<file path="config.mk">
export PLATFORM = sky130hd
export DESIGN_NAME = logistic_scheduler_flat
export DESIGN_NICKNAME = d
export VERILOG_FILES = /design/src/rtl/logistic_scheduler_pkg.sv /design/src/rtl/logistic_scheduler_if.sv /design/src/rtl/logistic_lane_bank.sv /design/src/rtl/logistic_scheduler.sv /design/src/flat_wrapper.sv
export SDC_FILE = /design/constraint.sdc
export NUM_CORES = 1
export LEC_CHECK = 0
export ABC_AREA = 1
export BUFFER_PORTS_ARGS = -buffer_cell sky130_fd_sc_hd__buf_2
export CAP_MARGIN = 10
export CORE_ASPECT_RATIO = 2
export CORE_MARGIN = 4
export CORE_UTILIZATION = 45
export DETAILED_ROUTE_END_ITERATION = 16
export PLACE_DENSITY = 0.71
export SLEW_MARGIN = 20
export SYNTH_ARGS = -nofsm -noshare
export SYNTH_HDL_FRONTEND = slang
export SYNTH_SLANG_ARGS = --single-unit
</file>
<file path="constraint.sdc">
create_clock -name CLK -period 5.35 [get_ports CLK]
set_input_delay 0.535 -clock CLK [delete_from_list [all_inputs] [get_ports CLK]]
set_output_delay 0.535 -clock CLK [all_outputs]
set_load 0.03 [all_outputs]
</file>
<file path="src/rtl/logistic_scheduler_pkg.sv">
// Shared types and defaults for the logistic-map lane scheduler.
//   state_t   : scheduler FSM states
//   DEF_*     : default geometry (lanes, widths)
//   DEF_SEED  : nominal seed for lane 0
package logistic_scheduler_pkg;

  typedef enum logic [1:0] {
    IDLE = 2'd0,
    SEED = 2'd1,
    ITER = 2'd2,
    FIN  = 2'd3
  } state_t;

  localparam int DEF_LANES = 7;
  localparam int DEF_XW    = 17;
  localparam int DEF_MUW   = 18;
  localparam int DEF_CNTW  = 9;
  localparam int LANE_W    = $clog2(DEF_LANES);

  localparam logic [DEF_XW-1:0] DEF_SEED = 17'h08240;

endpackage

</file>
<file path="src/rtl/logistic_scheduler_if.sv">
// Bundle between the scheduler and its surroundings: run control, the
// operand/result pair of the shared combinational datapath, and the
// lane read-out port.
//   master : run controller + datapath + reader (drives start/abort/mu/
//            times/dzero_base/lane_sel/func_y)
//   slave  : the scheduler (drives func_x/func_mu/lane_result/busy/done/valid)
interface logistic_scheduler_if #(
  parameter int LANES = 7,
  parameter int XW    = 17,
  parameter int MUW   = 18,
  parameter int CNTW  = 9
);
  localparam int LW = $clog2(LANES);

  logic            start;
  logic            abort;
  logic [MUW-1:0]  mu;
  logic [CNTW-1:0] times;
  logic [XW-1:0]   dzero_base;
  logic [XW-1:0]   func_x;
  logic [MUW-1:0]  func_mu;
  logic [XW-1:0]   func_y;
  logic [LW-1:0]   lane_sel;
  logic [XW-1:0]   lane_result;
  logic            busy;
  logic            done;
  logic            valid;

  modport master (
    output start, abort, mu, times, dzero_base, func_y, lane_sel,
    input  func_x, func_mu, lane_result, busy, done, valid
  );

  modport slave (
    input  start, abort, mu, times, dzero_base, func_y, lane_sel,
    output func_x, func_mu, lane_result, busy, done, valid
  );

endinterface

</file>
<file path="src/rtl/logistic_lane_bank.sv">
// LANES x XW register file holding one logistic trajectory per lane.
//   seed_en/seed_base : load every lane in parallel with seed_base + i
//   wr_en/wr_idx/wr_data : single indexed write (seed_en has priority)
//   rd_idx/rd_data    : indexed read for the datapath operand
//   peek_idx/peek_data: indexed read for external read-out; out of range -> 0
module logistic_lane_bank #(
  parameter int LANES = 7,
  parameter int XW    = 17,
  parameter int LW    = 3
) (
  input  logic          clk,
  input  logic          rst_n,
  input  logic          seed_en,
  input  logic [XW-1:0] seed_base,
  input  logic          wr_en,
  input  logic [LW-1:0] wr_idx,
  input  logic [XW-1:0] wr_data,
  input  logic [LW-1:0] rd_idx,
  output logic [XW-1:0] rd_data,
  input  logic [LW-1:0] peek_idx,
  output logic [XW-1:0] peek_data
);

  logic [LANES-1:0][XW-1:0] x_q;

  // Seeds wrap modulo 2^XW simply by truncation of the XW-bit sum.
  always_ff @(posedge clk or negedge rst_n) begin
    if (!rst_n) begin
      x_q <= '0;
    end else begin
      for (int i = 0; i < LANES; i++) begin
        if (seed_en)
          x_q[i] <= seed_base + XW'(i);
        else if (wr_en && (wr_idx == LW'(i)))
          x_q[i] <= wr_data;
      end
    end
  end

  // One extra bit on the compare so LANES == 2^LW still fits.
  always_comb begin
    rd_data   = '0;
    peek_data = '0;
    if ({1'b0, rd_idx} < (LW+1)'(LANES))
      rd_data = x_q[rd_idx];
    if ({1'b0, peek_idx} < (LW+1)'(LANES))
      peek_data = x_q[peek_idx];
  end

endmodule

</file>
<file path="src/rtl/logistic_scheduler.sv">
// Time-multiplexes one external combinational logistic-map datapath over
// LANES trajectories. A start seeds all lanes, then lanes are stepped
// round-robin (0..LANES-1 per sweep) for `times` sweeps, then done pulses
// and valid marks the lane registers as a complete run.
//   CLK  : rising-edge clock
//   RST  : asynchronous active-low reset
//   bus  : run control, datapath operand/result, lane read-out, status
module logistic_scheduler
  import logistic_scheduler_pkg::*;
#(
  parameter int LANES = 7,
  parameter int XW    = 17,
  parameter int MUW   = 18,
  parameter int CNTW  = 9
) (
  input  logic              CLK,
  input  logic              RST,
  logistic_scheduler_if.slave bus
);

  localparam int LW = $clog2(LANES);
  localparam logic [LW-1:0] LAST_LANE = LW'(LANES - 1);

  state_t          state_q, state_d;
  logic [MUW-1:0]  mu_q;
  logic [CNTW-1:0] times_q;
  logic [CNTW-1:0] iter_q;
  logic [LW-1:0]   ptr_q;
  logic            done_q;
  logic            valid_q;
  logic [XW-1:0]   bank_rd;

  logic start_ok;
  logic last_step;

  assign start_ok  = (state_q == IDLE) && bus.start;
  // Only evaluated in ITER, where times_q >= 1, so the decrement never wraps.
  assign last_step = (ptr_q == LAST_LANE) && (iter_q == times_q - CNTW'(1));

  // State register
  always_ff @(posedge CLK or negedge RST) begin
    if (!RST) state_q <= IDLE;
    else      state_q <= state_d;
  end

  // Next-state logic; abort only matters while a run is in flight
  always_comb begin
    state_d = state_q;
    case (state_q)
      IDLE: if (bus.start) state_d = SEED;
      SEED: begin
        if (bus.abort)             state_d = IDLE;
        else if (times_q == '0)    state_d = FIN;
        else                       state_d = ITER;
      end
      ITER: begin
        if (bus.abort)      state_d = IDLE;
        else if (last_step) state_d = FIN;
      end
      FIN:     state_d = IDLE;
      default: state_d = IDLE;
    endcase
  end

  // Outputs decoded from state; done/valid come straight from flops
  always_comb begin
    bus.busy    = (state_q == SEED) || (state_q == ITER);
    bus.func_x  = (state_q == ITER) ? bank_rd : '0;
    bus.func_mu = mu_q;
    bus.done    = done_q;
    bus.valid   = valid_q;
  end

  // Latched run parameters, lane pointer / sweep counter, status flags.
  // iter_q tops out at times_q on the final wrap, which fits in CNTW bits
  // even for times_q = 2^CNTW-1.
  always_ff @(posedge CLK or negedge RST) begin
    if (!RST) begin
      mu_q    <= '0;
      times_q <= '0;
      iter_q  <= '0;
      ptr_q   <= '0;
      done_q  <= 1'b0;
      valid_q <= 1'b0;
    end else begin
      done_q <= (state_q != FIN) && (state_d == FIN);

      if (start_ok) begin
        mu_q    <= bus.mu;
        times_q <= bus.times;
        valid_q <= 1'b0;
      end else if (state_d == FIN) begin
        valid_q <= 1'b1;
      end

      case (state_q)
        SEED: begin
          ptr_q  <= '0;
          iter_q <= '0;
        end
        ITER: begin
          if (ptr_q == LAST_LANE) begin
            ptr_q  <= '0;
            iter_q <= iter_q + CNTW'(1);
          end else begin
            ptr_q  <= ptr_q + LW'(1);
          end
        end
        default: ;
      endcase
    end
  end

  // The write lands even in an abort cycle: the datapath result for that
  // lane is already valid, and abort leaves partial values in place.
  logistic_lane_bank #(
    .LANES (LANES),
    .XW    (XW),
    .LW    (LW)
  ) u_bank (
    .clk       (CLK),
    .rst_n     (RST),
    .seed_en   (state_q == SEED),
    .seed_base (bus.dzero_base),
    .wr_en     (state_q == ITER),
    .wr_idx    (ptr_q),
    .wr_data   (bus.func_y),
    .rd_idx    (ptr_q),
    .rd_data   (bank_rd),
    .peek_idx  (bus.lane_sel),
    .peek_data (bus.lane_result)
  );

endmodule

</file>
<file path="src/flat_wrapper.sv">
// flat-port wrapper written by rule: the top's interface ports become plain ports
module logistic_scheduler_flat import logistic_scheduler_pkg::*;
#(
  parameter int LANES = 7,
  parameter int XW    = 17,
  parameter int MUW   = 18,
  parameter int CNTW  = 9
)
  (CLK, RST, bus_start, bus_abort, bus_mu, bus_times, bus_dzero_base, bus_func_y, bus_lane_sel, bus_func_x, bus_func_mu, bus_lane_result, bus_busy, bus_done, bus_valid);
  logistic_scheduler_if #(.LANES(LANES), .XW(XW), .MUW(MUW), .CNTW(CNTW)) bus_i ();
  input  logic CLK;
  input  logic RST;
  input wire logic [$bits(bus_i.start)-1:0] bus_start;
  input wire logic [$bits(bus_i.abort)-1:0] bus_abort;
  input wire logic [$bits(bus_i.mu)-1:0] bus_mu;
  input wire logic [$bits(bus_i.times)-1:0] bus_times;
  input wire logic [$bits(bus_i.dzero_base)-1:0] bus_dzero_base;
  input wire logic [$bits(bus_i.func_y)-1:0] bus_func_y;
  input wire logic [$bits(bus_i.lane_sel)-1:0] bus_lane_sel;
  output wire logic [$bits(bus_i.func_x)-1:0] bus_func_x;
  output wire logic [$bits(bus_i.func_mu)-1:0] bus_func_mu;
  output wire logic [$bits(bus_i.lane_result)-1:0] bus_lane_result;
  output wire logic [$bits(bus_i.busy)-1:0] bus_busy;
  output wire logic [$bits(bus_i.done)-1:0] bus_done;
  output wire logic [$bits(bus_i.valid)-1:0] bus_valid;
  assign bus_i.start = bus_start;
  assign bus_i.abort = bus_abort;
  assign bus_i.mu = bus_mu;
  assign bus_i.times = bus_times;
  assign bus_i.dzero_base = bus_dzero_base;
  assign bus_i.func_y = bus_func_y;
  assign bus_i.lane_sel = bus_lane_sel;
  assign bus_func_x = bus_i.func_x;
  assign bus_func_mu = bus_i.func_mu;
  assign bus_lane_result = bus_i.lane_result;
  assign bus_busy = bus_i.busy;
  assign bus_done = bus_i.done;
  assign bus_valid = bus_i.valid;
  logistic_scheduler #(.LANES(LANES), .XW(XW), .MUW(MUW), .CNTW(CNTW)) u_core (.CLK(CLK), .RST(RST), .bus(bus_i));
endmodule
</file>
Word level (Yosys, flattened, before mapping):

Index checks and enable logic that the tools add are counted.

* logic and storage cells: 97
* input port bits: 68
* output and inout port bits: 55
* bits in registers: 162

* reductions and logical operators: 24
* magnitude comparators: 4
* equal/unequal tests: 13
* mux-type cells: 33
* add/subtract/negate cells: 9

Operator list (number)
* 2-to-1 mux 17 bit: 19
* binary-select mux 17 bit (select 3 bit): 2
* adder 17 x 3 -> 17 bit (second input constant): 3
* adder 17 x 2 -> 17 bit (second input constant): 2
* one-hot mux 9 bit (2 select lines): 1
* nonzero test 2 bit: 9
* adder 17 x 1 -> 17 bit (second input constant): 1
* logical AND 1 bit: 10
* adder 9 x 1 -> 9 bit (second input constant): 1
* == test 3 bit (second input constant): 3
* == test 9 bit: 1
* zero test 9 bit: 1
* 2-to-1 mux 9 bit: 1
* subtractor 9 x 1 -> 9 bit (second input constant): 1
* < comparator 3 x 4 -> 1 bit (second input constant): 2
* 2-to-1 mux 2 bit: 4
* one-hot mux 2 bit (4 select lines): 1
* == test 2 bit (second input constant): 3
* == test 3 x 2 -> 1 bit (second input constant): 2
* < comparator 3 bit (second input constant): 2
* one-hot mux 3 bit (2 select lines): 1
* adder 3 x 1 -> 3 bit (second input constant): 1
* == test 3 x 1 -> 1 bit (second input constant): 1
* zero test 3 bit: 1
* 8 further kinds: 10

Logic depth before layout (Yosys ltp):

* depth in word-level cells: 9
* gate-level depth with buffers: 16

By module:

Synthesis repeated with hierarchy kept, for this count alone.

* cell total of the unflattened synthesis: 1605
* area total of the unflattened synthesis: 10749.1 sq um

By module, submodules not included
* logistic_lane_bank: area each 8435.6 sq um, cells an instance 1291, sequential area each 2977.9 sq um, times used 1
* logistic_scheduler: area each 2313.5 sq um, cells an instance 314, sequential area each 1076.0 sq um, times used 1

Least setup slack after synthesis:

No wires, ideal clock.

* path kind: flip-flop to output port
* start point: register u_core.state_q[0]
* end point: output bus_func_x[10]
* stages on the path, launching flop included: 8
* data arrival time: 1.996 ns
* required time: 4.815 ns
* path slack: 2.819 ns
* path buffers: 1
* cell sequence: dfrtp_1 > inv_1 > ha_1 > inv_1 > a21oi_1 > clkbuf_1 > o21ai_0 > a21oi_1

* cells in the longest elaborated chain, start to end: 2

Ends and longest elaborated chain
* start, declared: line logistic_scheduler.sv:24 `state_t state_q, state_d;`
* start signal, assigned: line logistic_scheduler.sv:43 `else state_q <= state_d;`
* == test 2 bit: line logistic_scheduler.sv:68 `bus.func_x = (state_q == ITER) ? bank_rd : '0;`
* 2-to-1 mux 17 bit: line logistic_scheduler.sv:68
* end, declared: line flat_wrapper.sv:20 `output wire logic [$bits(bus_i.func_x)-1:0] bus_func_x;`

No other way between the ends.

Worst setup path in the final report:

* start point: register u_core.state_q[0]
* end point: output bus_func_x[5]

Same word-level chain as after synthesis.

==> results.py <==
metrics = {
    "floorplan": {
        "dieArea_sq_mm": 0.0249,
        "io_pins": 123,
        "std_cell_rows": 77,
        "core_sq_mm": 0.0221,
        "die_w_microns": 114,
        "start_util_pct": 45.4,
        "die_y_microns": 219,
    },
    "sta": {
        "tns_ns": 0,
        "relSlewSlack_pct": 18.8,
        "fmax_mhz": 254,
        "drv_slew": 0,
        "rsz0062_at_grt": "false",
        "fin_crit_sh_pct": 73.6,
        "worst_slew_pin_slew_ns": 1.22,
        "finalSetupViolCount": 0,
        "clock_skew_ns": 0.00898,
        "min_period_ns": 3.94,
        "final-hold-violation-count": 0,
    },
    "global_route": {
        "overflow": 0,
        "grt_max_degree": 60,
        "grt_pass1_vias": 10876,
        "grt.total_usage_pct": 32.1,
        "antenna_found_initial": 0,
        "grt_pass1_wl_microns": 60300,
    },
    "route": {
        "wire_per_inst_microns": 22.2,
        "drt-total-wl_microns": 39800,
        "viasPerCell": 6.15,
        "firstDrtPassIters": 8,
        "detail_route.drc_violations": 0,
        "drtIter0Drc": 1298,
        "detail-route-antenna-nets": 0,
        "vias": 11016,
    },
    "power": {
        "p_clk_share_pct": 19.7,
        "internal-power_uw": 3680,
        "seq_power_share_pct": 30.6,
        "p_comb_share_pct": 49.7,
        "p_leak_uw": 0.00551,
        "finalPower_uw": 7060,
        "p_switching_uw": 3380,
        "cellPowerDensity_mw_per_mm2": 612,
        "swShare_pct": 47.8,
        "ir_drop_mv": 0.327,
    },
    "yosys": {
        "synthArstFlopShare_pct": 100,
        "ys_seq_elements": 162,
        "postSynthCellCount": 1410,
        "synth_area_sq_mm": 0.0100,
        "yosys_warnings": 0,
        "synth.area.top_cells": "dfrtp_1 40%, nand2_1 14%, o21ai_0 10%",
        "yosysTopAreaCellShare_pct": 40.4,
        "synth-edff-count": 0,
        "synth_common_cells": "364 x nand2_1, 205 x o21ai_0, 178 x inv_1, 162 x dfrtp_1, 96 x nor2_1",
        "synth_top_area_cell": "dfrtp_1",
        "synthDistinctLibCells": 43,
        "yosysMostFrequentCell": "nand2_1",
        "synth_nets": 1494,
        "synth_area_per_cell_sq_um": 7.11,
        "ys.flop_type": "dfrtp_1",
        "synth-seq-area-share_pct": 40.4,
    },
    "critical_path": {
        "cp_max_fo": 17,
        "r2r_cells": 11,
        "timing_worst_setup_path_type": "flop to primary output",
        "startpoint_type": "flop",
        "critPathArrivalTime_ns": 3.40,
        "endpoint_kind": "primary output",
        "cp_data_required_time_ns": 4.82,
        "r2r-end": "u_core.u_bank.x_q[98]$_DFFE_PN0P_",
        "r2r-start": "u_core.state_q[1]$_DFF_PN0_",
        "ff2ff_setup_slack_ns": 2.09,
    },
    "job": {
        "max-cap-violations": 0,
    },
    "clocking": {
        "tritoncts": "done",
        "cts_resized": 0,
        "clk_pin_slew_ns": 0.06,
        "clk_latency_ns": 0.46,
        "h-tree-depth": 4,
        "ctsHoldBuffers": 0,
        "numCtsBuffers": 17,
        "clock_path_buffers": 2,
        "clkSinkCount": 162,
        "postCtsSetupRepairBufs": 0,
        "clock-root-buffer": "clkbuf_16",
    },
    "min_path": {
        "hold_path_class": "primary input to asynchronous set/reset pin",
    },
    "placed_design": {
        "portBuffers": 122,
        "globalplace.congestion": 1.01,
        "placedCellCount": 1760,
        "place_hpwl_microns": 28100,
    },
    "run_status": {
        "status": "finished, final reports clean",
    },
    "cells_and_area": {
        "antenna_cells": 0,
        "syn2layout_area_growth_pct": 15.0,
        "fin_cells": 1792,
        "nets": 1587,
        "fillers": 2170,
        "drive_above_1_share_pct": 12.8,
    },
}
## critical path: stages, from the launching register on
cell,delay [ns]
dfrtp_1,0.42
inv_1,0.16
ha_1,0.39
inv_1,0.14
a21oi_2,0.89
o21ai_0,0.30
a21oi_1,0.37
buf_2,0.28
## cell usage in the layout (no fill, tap or decap), types with 2 or more instances in the layout
master / netlist / routed
nand2_1: 364 / 364
o21ai_0: 205 / 205
inv_1: 178 / 177
dfrtp_1: 162 / 162
buf_2: 9 / 121
nor2_1: 96 / 96
a21oi_1: 76 / 73
nand3_1: 49 / 49
o22ai_1: 33 / 33
o221ai_1: 28 / 28
o211ai_1: 24 / 24
a221oi_1: 19 / 19
clkbuf_16: 0 / 17
ha_1: 16 / 16
buf_4: 0 / 16
a31oi_1: 13 / 13
nor3_1: 10 / 10
a22oi_1: 10 / 10
o311ai_0: 8 / 8
inv_2: 5 / 6
xor2_1: 5 / 5
nor2_2: 5 / 5
a21oi_2: 2 / 5
o21ai_1: 6 / 5
bufinv_16: 0 / 5
nor2_4: 4 / 4
nand4_1: 3 / 3
clkinv_1: 3 / 3
o31ai_1: 3 / 3
clkbuf_8: 0 / 3
clkbuf_1: 52 / 3
a211oi_1: 2 / 2
a41oi_1: 2 / 2
or2_2: 2 / 2
nand2_2: 2 / 2
nor4_1: 2 / 2
clkinv_2: 0 / 2
## layout make-up
| class | count | area (sq um) | area share [%] |
|---|---|---|---|
| flip-flops and latches | 162 | 4050 | 35.2 |
| inverters | 186 | 698 | 6.06 |
| multi-input cells | 998 | 5040 | 43.7 |
| clock buffers | 23 | 478 | 4.15 |
| well taps | 276 | 345 | 3.00 |
| repair buffers | 138 | 737 | 6.39 |
| clock inverters | 9 | 176 | 1.53 |
## power by group through the flow
stage | logic, uW | registers [uW] | clock network, uW
floorplan | 2190 | 2200 | 0
global placement | 3390 | 2140 | 0
detailed placement | 3430 | 2150 | 0
CTS | 3440 | 2140 | 1400
global route | 3820 | 2200 | 1450
finish | 3510 | 2160 | 1390
## how the worst max path moves through the flow
stage,to,slack (ns),depth (start not counted),startpoint
after global placement,bus_lane_result[16],2.08,8,bus_lane_sel[1]
final,bus_func_x[5],1.41,7,u_core.state_q[0]$_DFF_PN0_
after floorplan,bus_func_x[10],2.82,7,u_core.state_q[0]$_DFF_PN0_
after CTS,bus_func_x[5],1.47,7,u_core.state_q[0]$_DFF_PN0_
after global routing,bus_func_x[5],1.32,7,u_core.state_q[0]$_DFF_PN0_
after detailed placement,bus_func_x[5],1.97,7,u_core.state_q[0]$_DFF_PN0_
## registers in the layout (all words and copies together), names as in the netlist
register / flops
u_core.u_bank.x_q: 119
u_core.bus.func_mu: 18
u_core.iter_q: 9
u_core.times_q: 9
u_core.ptr_q: 3
u_core.state_q: 2
u_core.bus.done: 1
u_core.bus.valid: 1
## cells by family (layout without fill, tap and decap cells)
logic type                 after synthesis  count (layout)  share of synthesized area, %
adders and majority gates               16              16                          2.00
and+or+nand+nor                        540             540                          21.8
DFF                                    162             162                          40.4
AOI/OAI and AO/OA                      435             435                          25.6
buffers and inverters                  250             356                          9.49
xor gates and xnor gates                 6               6                         0.524
muxes                                    1               1                        0.0999
## routing by layer
layer / up-vias / share of wire (%) / routed length (microns) / global-route usage (%)
met5: - / 0 / 0 / 0
met4: 0 / 9.0 / 3590 / 26.1
met3: 240 / 8.6 / 3440 / 6.04
met2: 689 / 48 / 19300 / 53.5
met1: 5153 / 34 / 13500 / 35.0
li1: 4934 / - / - / -
## stage by stage
stage	worst slack (ns)	utilization (%)	instance area (sq um)	hold slack, ns
floorplan	2.82	-	10000	0.239
global placement	2.08	49.3	10900	0.458
detailed placement	1.97	49.3	10900	0.460
CTS	1.47	52.3	11500	0.0369
global route	1.32	52.3	11500	0.0614
finish	1.41	52.3	11500	0.0102
Power figures use the tool's default switching activity.
